### src/rtl/mem_port_arbiter_if.sv
// Bundle of the two requester ports, the memory-side bus and the status
// outputs of mem_port_arbiter. The arbiter binds the slave modport; a
// requester/memory model binds the master modport.
//
// Handshake: a requester raises req with its payload and keeps both stable
// until the matching ack pulses for one cycle; rdata (and d_err for data
// writes) are valid with that ack and hold afterwards. A req still high in
// the cycle after ack is treated as a fresh request.
interface mem_port_arbiter_if #(
  parameter int ADDR_W = 5,
  parameter int DATA_W = 16
);
  // instruction-fetch port
  logic              if_req;
  logic [ADDR_W-1:0] if_addr;
  logic              if_ack;
  logic [DATA_W-1:0] if_rdata;
  // data port
  logic              d_req;
  logic              d_we;
  logic [ADDR_W-1:0] d_addr;
  logic [DATA_W-1:0] d_wdata;
  logic              d_ack;
  logic [DATA_W-1:0] d_rdata;
  logic              d_err;
  // memory bus (strobes active-low)
  logic [ADDR_W-1:0] mem_address;
  logic [DATA_W-1:0] mem_in;
  logic              mem_write;
  logic              mem_read;
  logic [DATA_W-1:0] mem_out;
  // status / debug
  logic              busy;
  logic [1:0]        dbg_state;

  modport slave (
    input  if_req, if_addr, d_req, d_we, d_addr, d_wdata, mem_out,
    output if_ack, if_rdata, d_ack, d_rdata, d_err,
    output mem_address, mem_in, mem_write, mem_read, busy, dbg_state
  );

  modport master (
    output if_req, if_addr, d_req, d_we, d_addr, d_wdata, mem_out,
    input  if_ack, if_rdata, d_ack, d_rdata, d_err,
    input  mem_address, mem_in, mem_write, mem_read, busy, dbg_state
  );
endinterface

### src/rtl/mem_port_arbiter.sv
// Round-robin arbiter sharing the single-port unified memory between the
// fetch port (read-only) and the data port (read/write). Every access takes
// IDLE -> ISSUE -> RESP; the memory acts on the negedge inside ISSUE and the
// owner's ack is high during RESP. Data writes below PROT_TOP are dropped
// (strobes stay high) but still acknowledged with d_err.
module mem_port_arbiter #(
  parameter int ADDR_W   = 5,
  parameter int DATA_W   = 16,
  parameter int PROT_TOP = 5
) (
  input  logic                clk,
  input  logic                proc_rst,
  mem_port_arbiter_if.slave   bus
);

  localparam logic [1:0] ST_IDLE  = 2'd0;
  localparam logic [1:0] ST_ISSUE = 2'd1;
  localparam logic [1:0] ST_RESP  = 2'd2;

  localparam logic OWN_FETCH = 1'b0;
  localparam logic OWN_DATA  = 1'b1;

  localparam logic              PROT_EN  = (PROT_TOP > 0);
  localparam logic [ADDR_W:0]   PROT_LIM = (ADDR_W+1)'(PROT_TOP);

  logic [1:0]        state_q, state_d;
  logic              last_q, last_d;
  logic              owner_q, owner_d;
  logic              we_q, we_d;
  logic              blk_q, blk_d;
  logic [ADDR_W-1:0] addr_q, addr_d;
  logic [DATA_W-1:0] mem_in_q, mem_in_d;
  logic              mem_write_q, mem_write_d;
  logic              mem_read_q, mem_read_d;
  logic              if_ack_q, if_ack_d;
  logic              d_ack_q, d_ack_d;
  logic              d_err_q, d_err_d;
  logic [DATA_W-1:0] if_rdata_q, if_rdata_d;
  logic [DATA_W-1:0] d_rdata_q, d_rdata_d;
  logic              busy_q, busy_d;

  logic grant_data;
  logic addr_blocked;

  // Round-robin pick: on a tie the port that did not win last time goes.
  assign grant_data   = (bus.if_req && bus.d_req) ? (last_q == OWN_FETCH) : bus.d_req;
  assign addr_blocked = PROT_EN && ({1'b0, bus.d_addr} < PROT_LIM);

  // Next-state and output computation for the three-phase access sequence.
  always_comb begin
    state_d     = state_q;
    last_d      = last_q;
    owner_d     = owner_q;
    we_d        = we_q;
    blk_d       = blk_q;
    addr_d      = addr_q;
    mem_in_d    = mem_in_q;
    mem_write_d = mem_write_q;
    mem_read_d  = mem_read_q;
    if_ack_d    = if_ack_q;
    d_ack_d     = d_ack_q;
    d_err_d     = d_err_q;
    if_rdata_d  = if_rdata_q;
    d_rdata_d   = d_rdata_q;

    case (state_q)
      ST_IDLE: begin
        if (bus.if_req || bus.d_req) begin
          state_d = ST_ISSUE;
          owner_d = grant_data;
          last_d  = grant_data;
          if (grant_data == OWN_DATA) begin
            addr_d = bus.d_addr;
            we_d   = bus.d_we;
            blk_d  = bus.d_we && addr_blocked;
            if (!bus.d_we) begin
              mem_read_d = 1'b0;
            end else if (!addr_blocked) begin
              mem_write_d = 1'b0;
              mem_in_d    = bus.d_wdata;
            end
          end else begin
            addr_d     = bus.if_addr;
            we_d       = 1'b0;
            blk_d      = 1'b0;
            mem_read_d = 1'b0;
          end
        end
      end
      ST_ISSUE: begin
        // The memory has sampled on the negedge; close the access.
        state_d     = ST_RESP;
        mem_write_d = 1'b1;
        mem_read_d  = 1'b1;
        if (owner_q == OWN_FETCH) begin
          if_ack_d   = 1'b1;
          if_rdata_d = bus.mem_out;
        end else begin
          d_ack_d = 1'b1;
          d_err_d = blk_q;
          if (!we_q) begin
            d_rdata_d = bus.mem_out;
          end
        end
      end
      ST_RESP: begin
        state_d  = ST_IDLE;
        if_ack_d = 1'b0;
        d_ack_d  = 1'b0;
        d_err_d  = 1'b0;
      end
      default: begin
        state_d     = ST_IDLE;
        mem_write_d = 1'b1;
        mem_read_d  = 1'b1;
        if_ack_d    = 1'b0;
        d_ack_d     = 1'b0;
        d_err_d     = 1'b0;
      end
    endcase

    busy_d = (state_d == ST_ISSUE) || (state_d == ST_RESP);
  end

  // State and registered outputs; reset abandons any access in flight.
  always_ff @(posedge clk) begin
    if (proc_rst) begin
      state_q     <= ST_IDLE;
      last_q      <= OWN_DATA;
      owner_q     <= OWN_FETCH;
      we_q        <= 1'b0;
      blk_q       <= 1'b0;
      addr_q      <= '0;
      mem_in_q    <= '0;
      mem_write_q <= 1'b1;
      mem_read_q  <= 1'b1;
      if_ack_q    <= 1'b0;
      d_ack_q     <= 1'b0;
      d_err_q     <= 1'b0;
      if_rdata_q  <= '0;
      d_rdata_q   <= '0;
      busy_q      <= 1'b0;
    end else begin
      state_q     <= state_d;
      last_q      <= last_d;
      owner_q     <= owner_d;
      we_q        <= we_d;
      blk_q       <= blk_d;
      addr_q      <= addr_d;
      mem_in_q    <= mem_in_d;
      mem_write_q <= mem_write_d;
      mem_read_q  <= mem_read_d;
      if_ack_q    <= if_ack_d;
      d_ack_q     <= d_ack_d;
      d_err_q     <= d_err_d;
      if_rdata_q  <= if_rdata_d;
      d_rdata_q   <= d_rdata_d;
      busy_q      <= busy_d;
    end
  end

  assign bus.if_ack      = if_ack_q;
  assign bus.if_rdata    = if_rdata_q;
  assign bus.d_ack       = d_ack_q;
  assign bus.d_rdata     = d_rdata_q;
  assign bus.d_err       = d_err_q;
  assign bus.mem_address = addr_q;
  assign bus.mem_in      = mem_in_q;
  assign bus.mem_write   = mem_write_q;
  assign bus.mem_read    = mem_read_q;
  assign bus.busy        = busy_q;
  assign bus.dbg_state   = state_q;

endmodule

### src/flat_wrapper.sv
// flat-port wrapper written by rule: the top's interface ports become plain ports
module mem_port_arbiter_flat 
#(
  parameter int ADDR_W   = 5,
  parameter int DATA_W   = 16,
  parameter int PROT_TOP = 5
)
  (clk, proc_rst, bus_if_req, bus_if_addr, bus_d_req, bus_d_we, bus_d_addr, bus_d_wdata, bus_mem_out, bus_if_ack, bus_if_rdata, bus_d_ack, bus_d_rdata, bus_d_err, bus_mem_address, bus_mem_in, bus_mem_write, bus_mem_read, bus_busy, bus_dbg_state);
  mem_port_arbiter_if #(.ADDR_W(ADDR_W), .DATA_W(DATA_W)) bus_i ();
  input  logic clk;
  input  logic proc_rst;
  input wire logic [$bits(bus_i.if_req)-1:0] bus_if_req;
  input wire logic [$bits(bus_i.if_addr)-1:0] bus_if_addr;
  input wire logic [$bits(bus_i.d_req)-1:0] bus_d_req;
  input wire logic [$bits(bus_i.d_we)-1:0] bus_d_we;
  input wire logic [$bits(bus_i.d_addr)-1:0] bus_d_addr;
  input wire logic [$bits(bus_i.d_wdata)-1:0] bus_d_wdata;
  input wire logic [$bits(bus_i.mem_out)-1:0] bus_mem_out;
  output wire logic [$bits(bus_i.if_ack)-1:0] bus_if_ack;
  output wire logic [$bits(bus_i.if_rdata)-1:0] bus_if_rdata;
  output wire logic [$bits(bus_i.d_ack)-1:0] bus_d_ack;
  output wire logic [$bits(bus_i.d_rdata)-1:0] bus_d_rdata;
  output wire logic [$bits(bus_i.d_err)-1:0] bus_d_err;
  output wire logic [$bits(bus_i.mem_address)-1:0] bus_mem_address;
  output wire logic [$bits(bus_i.mem_in)-1:0] bus_mem_in;
  output wire logic [$bits(bus_i.mem_write)-1:0] bus_mem_write;
  output wire logic [$bits(bus_i.mem_read)-1:0] bus_mem_read;
  output wire logic [$bits(bus_i.busy)-1:0] bus_busy;
  output wire logic [$bits(bus_i.dbg_state)-1:0] bus_dbg_state;
  assign bus_i.if_req = bus_if_req;
  assign bus_i.if_addr = bus_if_addr;
  assign bus_i.d_req = bus_d_req;
  assign bus_i.d_we = bus_d_we;
  assign bus_i.d_addr = bus_d_addr;
  assign bus_i.d_wdata = bus_d_wdata;
  assign bus_i.mem_out = bus_mem_out;
  assign bus_if_ack = bus_i.if_ack;
  assign bus_if_rdata = bus_i.if_rdata;
  assign bus_d_ack = bus_i.d_ack;
  assign bus_d_rdata = bus_i.d_rdata;
  assign bus_d_err = bus_i.d_err;
  assign bus_mem_address = bus_i.mem_address;
  assign bus_mem_in = bus_i.mem_in;
  assign bus_mem_write = bus_i.mem_write;
  assign bus_mem_read = bus_i.mem_read;
  assign bus_busy = bus_i.busy;
  assign bus_dbg_state = bus_i.dbg_state;
  mem_port_arbiter #(.ADDR_W(ADDR_W), .DATA_W(DATA_W), .PROT_TOP(PROT_TOP)) u_core (.clk(clk), .proc_rst(proc_rst), .bus(bus_i));
endmodule
### config.mk
export PLATFORM = sky130hd
export DESIGN_NAME = mem_port_arbiter_flat
export DESIGN_NICKNAME = d
export VERILOG_FILES = /design/src/rtl/mem_port_arbiter_if.sv /design/src/rtl/mem_port_arbiter.sv /design/src/flat_wrapper.sv
export SDC_FILE = /design/constraint.sdc
export NUM_CORES = 1
export LEC_CHECK = 0
export CAP_MARGIN = 40
export CORE_MARGIN = 10
export CORE_UTILIZATION = 38
export CTS_CLUSTER_DIAMETER = 60
export DETAILED_ROUTE_END_ITERATION = 10
export GPL_TIMING_DRIVEN = 1
export PLACE_DENSITY = 0.79
export SLEW_MARGIN = 20
export SYNTH_ARGS = -nofsm -noshare
export SYNTH_HDL_FRONTEND = slang
export SYNTH_SLANG_ARGS = --single-unit
### constraint.sdc
create_clock -name clk -period 1.24 [get_ports clk]
set_input_delay 0.248 -clock clk [delete_from_list [all_inputs] [get_ports clk]]
set_output_delay 0.248 -clock clk [all_outputs]
set_load 0.03 [all_outputs]
==> metrics.md <==
| Metric | Value |
|---|---|
| PortBufs | ~110 |
| CTS Buffer Depth | 2 |
| Synthesized Nets | about 330 |
| First-pass GRT wire length | 11.6 mm |
| Critical path required time | ~1500 ps |
| Io pins | 108 |
| CTS H-Tree Depth | 3 |
| Drt total wl | around 7.7 mm |
| Die X | 103 um |
| Largest net degree at the start of global routing | 26 |
| Worst slew pin tran | 565 ps |
| CP max stage cell | dfxtp_4 |
| Vias in the first global route | 2448 |
| Met1 Wirelength | 3.14 mm |
| Worst setup path end | u_core.bus.mem_in[10]$_SDFFE_PP0P_ |
| DR WL met3 | around 950 um |
| CP Depth | 4 |
| Die area | around 11000 um2 |
| Layout cell share with drive strength beyond 1 | 0.322 |
| Total gr overflow | 0 |
| ANT cells | 0 |
| Storage cell area | ~1300 um2 |
| Initial Util | 0.386 |
| Clock Skew | 5.47 ps |
| Outcome | finished with violations |
| Post-synthesis sequential area ratio | 0.502 |
| Final Hold Viols | 0 |
| Worst hold path class | in -> reg |
| Leakage | 1.69 nW |
| Crit Path Category | reg -> reg |
| Setup ws final | -104 ps |
| DR iter-0 viols | 62 |
| R2r setup slk | -100 ps |
| Synth Instances | about 290 |
| Multi-input logic area | 1270 um2 |
| DR vias/cell | between 4 and 5 |
| Min Hold Slack | approximately 190 ps |
| Clock slew at reported path FFs | 70 ps |
| Inserted Clock Buffers | 9 |
| CP bufs+invs | 1 |
| Max VDD drop | roughly 0.52 mV |
| Post-synth cell types | 31 |
| Yosys reg bits | 65 |
| Slew Viols, Final | 0 |
| Root buffer cell | clkbuf_8 |
| NumNets Final | between 400 and 500 |
| Mapped cell area | around 2600 um2 |
| Final Wtd Congestion | approximately 0.8 |
| CP Max Fanout | 8 |
| Vias | 2408 |
| Finish-stage setup viols | 32 |
| Worst slew margin | 0.622 |
| Clock sink total | 65 |
| Std cell rows | 30 |
| Synth Warn # | 0 |
| Met2 WL | between 3 and 4 mm |
| Worst Path Arrival | approximately 1600 ps |
| GRT Total Usage | 0.138 |
| FF-to-FF Start | u_core.bus.dbg_state[0]$_SDFF_PP0_ |
| Post-DRT Antenna Nets | 0 |
| Die height | between 100 and 150 um |
| Failing checks | setup timing |
| Core Area | approximately 6700 um2 |
| Cell Pwr Density | between 1000 and 1500 nW/um2 |
| Worst reg2reg path depth | 4 |
| Residual DRC | 0 |
| RSZ-0062 raised after global routing | yes |
| Placed insts | approximately 470 |
| Minimum clock period | approximately 1300 ps |
| Max Used Layer | met4 |
| Finished Layout Cells | about 500 |
| Final-layout fill cell count | about 560 |
| Syn Area/Cell | a little over 9 um2 |
| RR Endpoint | u_core.bus.mem_in[10]$_SDFFE_PP0P_ |
| Drt wl/cell | 15.4 um |
| Critical path startpoint category | flip-flop |
| CP peak stage delay | about 370 ps |
| Final period util | 1.08 |
| Initial antenna violation count | 0 |
| Worst slack at placement | -442 ps |
| Setup TNS | -1480 ps |
| CTS tree | done |
| Crit path launch | u_core.bus.dbg_state[0]$_SDFF_PP0_ |
| Worst setup EP type | flip-flop |
| F_max | around 0.74 GHz |
| Max-cap violations | 0 |
| CP delay by family, top | flip-flops |
| Layout area overhead | 61.8% |
| Clk_lat worst skew | around 330 ps |
| Drt pass-1 iters | 4 |
| Worst-path cell chain | nor3b_4, o311a_4, clkbuf_16, mux2i_1 |
| HPWL after detailed placement | roughly 5.5 mm |
registers in the layout (all words and copies together), names as in the netlist:
signal / count
u_core.bus.d_ack: 1
u_core.bus.mem_in: 16
u_core.bus.if_rdata: 16
u_core.we_q: 1
u_core.owner_q: 1
u_core.last_q: 1
u_core.bus.mem_write: 1
u_core.bus.mem_address: 5
u_core.bus.mem_read: 1
u_core.bus.dbg_state: 2
u_core.bus.d_rdata: 16
u_core.bus.busy: 1
u_core.bus.if_ack: 1
u_core.bus.d_err: 1
u_core.blk_q: 1
cell usage after synthesis:
master,number,area [um2]
buf_12,1,20.0
nand4bb_1,1,11.3
a211oi_1,6,45.0
a21boi_2,1,11.3
nor2b_1,1,6.26
buf_2,4,20.0
nand4b_1,1,8.76
a21oi_1,41,205
o21bai_1,2,15.0
buf_1,2,7.51
o311a_1,1,10.0
dfxtp_1,65,1300
a21oi_2,1,8.76
o21ai_0,3,15.0
nor3b_1,1,7.51
o21a_1,1,7.51
mux2i_1,22,220
or3b_1,1,8.76
nand2b_1,33,206
or2_2,2,12.5
nor2_2,1,6.26
a221o_1,1,10.0
nor3b_4,2,37.5
buf_4,3,22.5
nor4bb_1,1,10.0
nand2_1,68,255
or2_0,1,6.26
clkbuf_1,8,30.0
buf_6,3,33.8
nor2_1,5,18.8
nor3_1,3,15.0
layout make-up:
class / instances / area share
clock buffer: 13 / 0.0355
clock inverter: 3 / 0.00954
multi-input combinational: 200 / 0.303
sequential: 65 / 0.312
tap: 80 / 0.0239
timing repair buffer: 135 / 0.316
worst min path at each step:
stage / from / to / slack [ps] / cells past startpoint
finish: proc_rst / u_core.bus.dbg_state[1]$_SDFF_PP0_ / 190 / 2
global route: proc_rst / u_core.bus.dbg_state[0]$_SDFF_PP0_ / 190 / 2
CTS: proc_rst / u_core.bus.dbg_state[1]$_SDFF_PP0_ / 170 / 2
detailed placement: u_core.bus.if_rdata[5]$_SDFFE_PP0P_ / u_core.bus.if_rdata[5]$_SDFFE_PP0P_ / 450 / 2
global placement: u_core.bus.if_rdata[13]$_SDFFE_PP0P_ / u_core.bus.if_rdata[13]$_SDFFE_PP0P_ / 440 / 2
floorplan: bus_mem_out[14] / u_core.bus.if_rdata[14]$_SDFFE_PP0P_ / 380 / 2
layer usage:
metal	global-route usage	vias up
li1	-	1203
met1	0.161	1098
met2	0.210	97
met3	0.0710	10
met4	0.0521	0
met5	0	-
placed cells by master, fill, tap and decap left out, drive strengths merged, types with 3 or more instances in the layout:
master,netlist,final
buf,13,87
nand2,68,68
dfxtp,65,65
a21oi,42,42
clkdlybuf4s50,0,40
nand2b,33,33
mux2i,22,22
clkbuf,8,16
a211oi,6,6
nor2,6,6
dlygate4sd2,0,3
nor3b,3,3
or2,3,3
o21ai,3,3
nor3,3,3
power by group:
part	leakage [nW]	switching [mW]	internal (mW)	total, mW
Clock	0.0974	0.749	0.980	1.73
Combinational	1.06	0.548	0.562	1.11
Sequential	0.531	0.0766	2.20	2.27
Total	1.69	1.37	3.74	5.11
worst register-to-register path, stage by stage (launching register included):
cell	delay [ps]
dfxtp_4	370
nor3b_4	260
o311a_4	300
clkbuf_16	180
mux2i_1	180
repair_timing:
item	in CTS	in global routing
hold buffers	0	0
buffers inserted	3	0
gates resized for setup	6	28
pin swaps	0	7
cloned	0	3
setup endpoints to repair	19	59
cells by family (layout without fill, tap and decap cells):
kind of cell / Yosys count / after routing / share of synthesized area
AO/OA/AOI/OAI: 57 / 57 / 0.126
buffers and inverters: 21 / 151 / 0.0516
flip-flops: 65 / 65 / 0.502
multiplexers: 22 / 22 / 0.0849
AND/OR/NAND/NOR: 121 / 121 / 0.235
stage by stage:
step           instance area (um2)  power, mW  utilization
2_1_floorplan                 2620       2.83            -
3_3_place_gp                  3790       3.31        0.564
3_5_place_dp                  3790       3.33        0.564
4_1_cts                       4020       5.08        0.598
5_1_grt                       4200       5.34        0.625
6_report                      4200       5.11        0.625
Note: power is estimated with default switching activity, not from simulation.
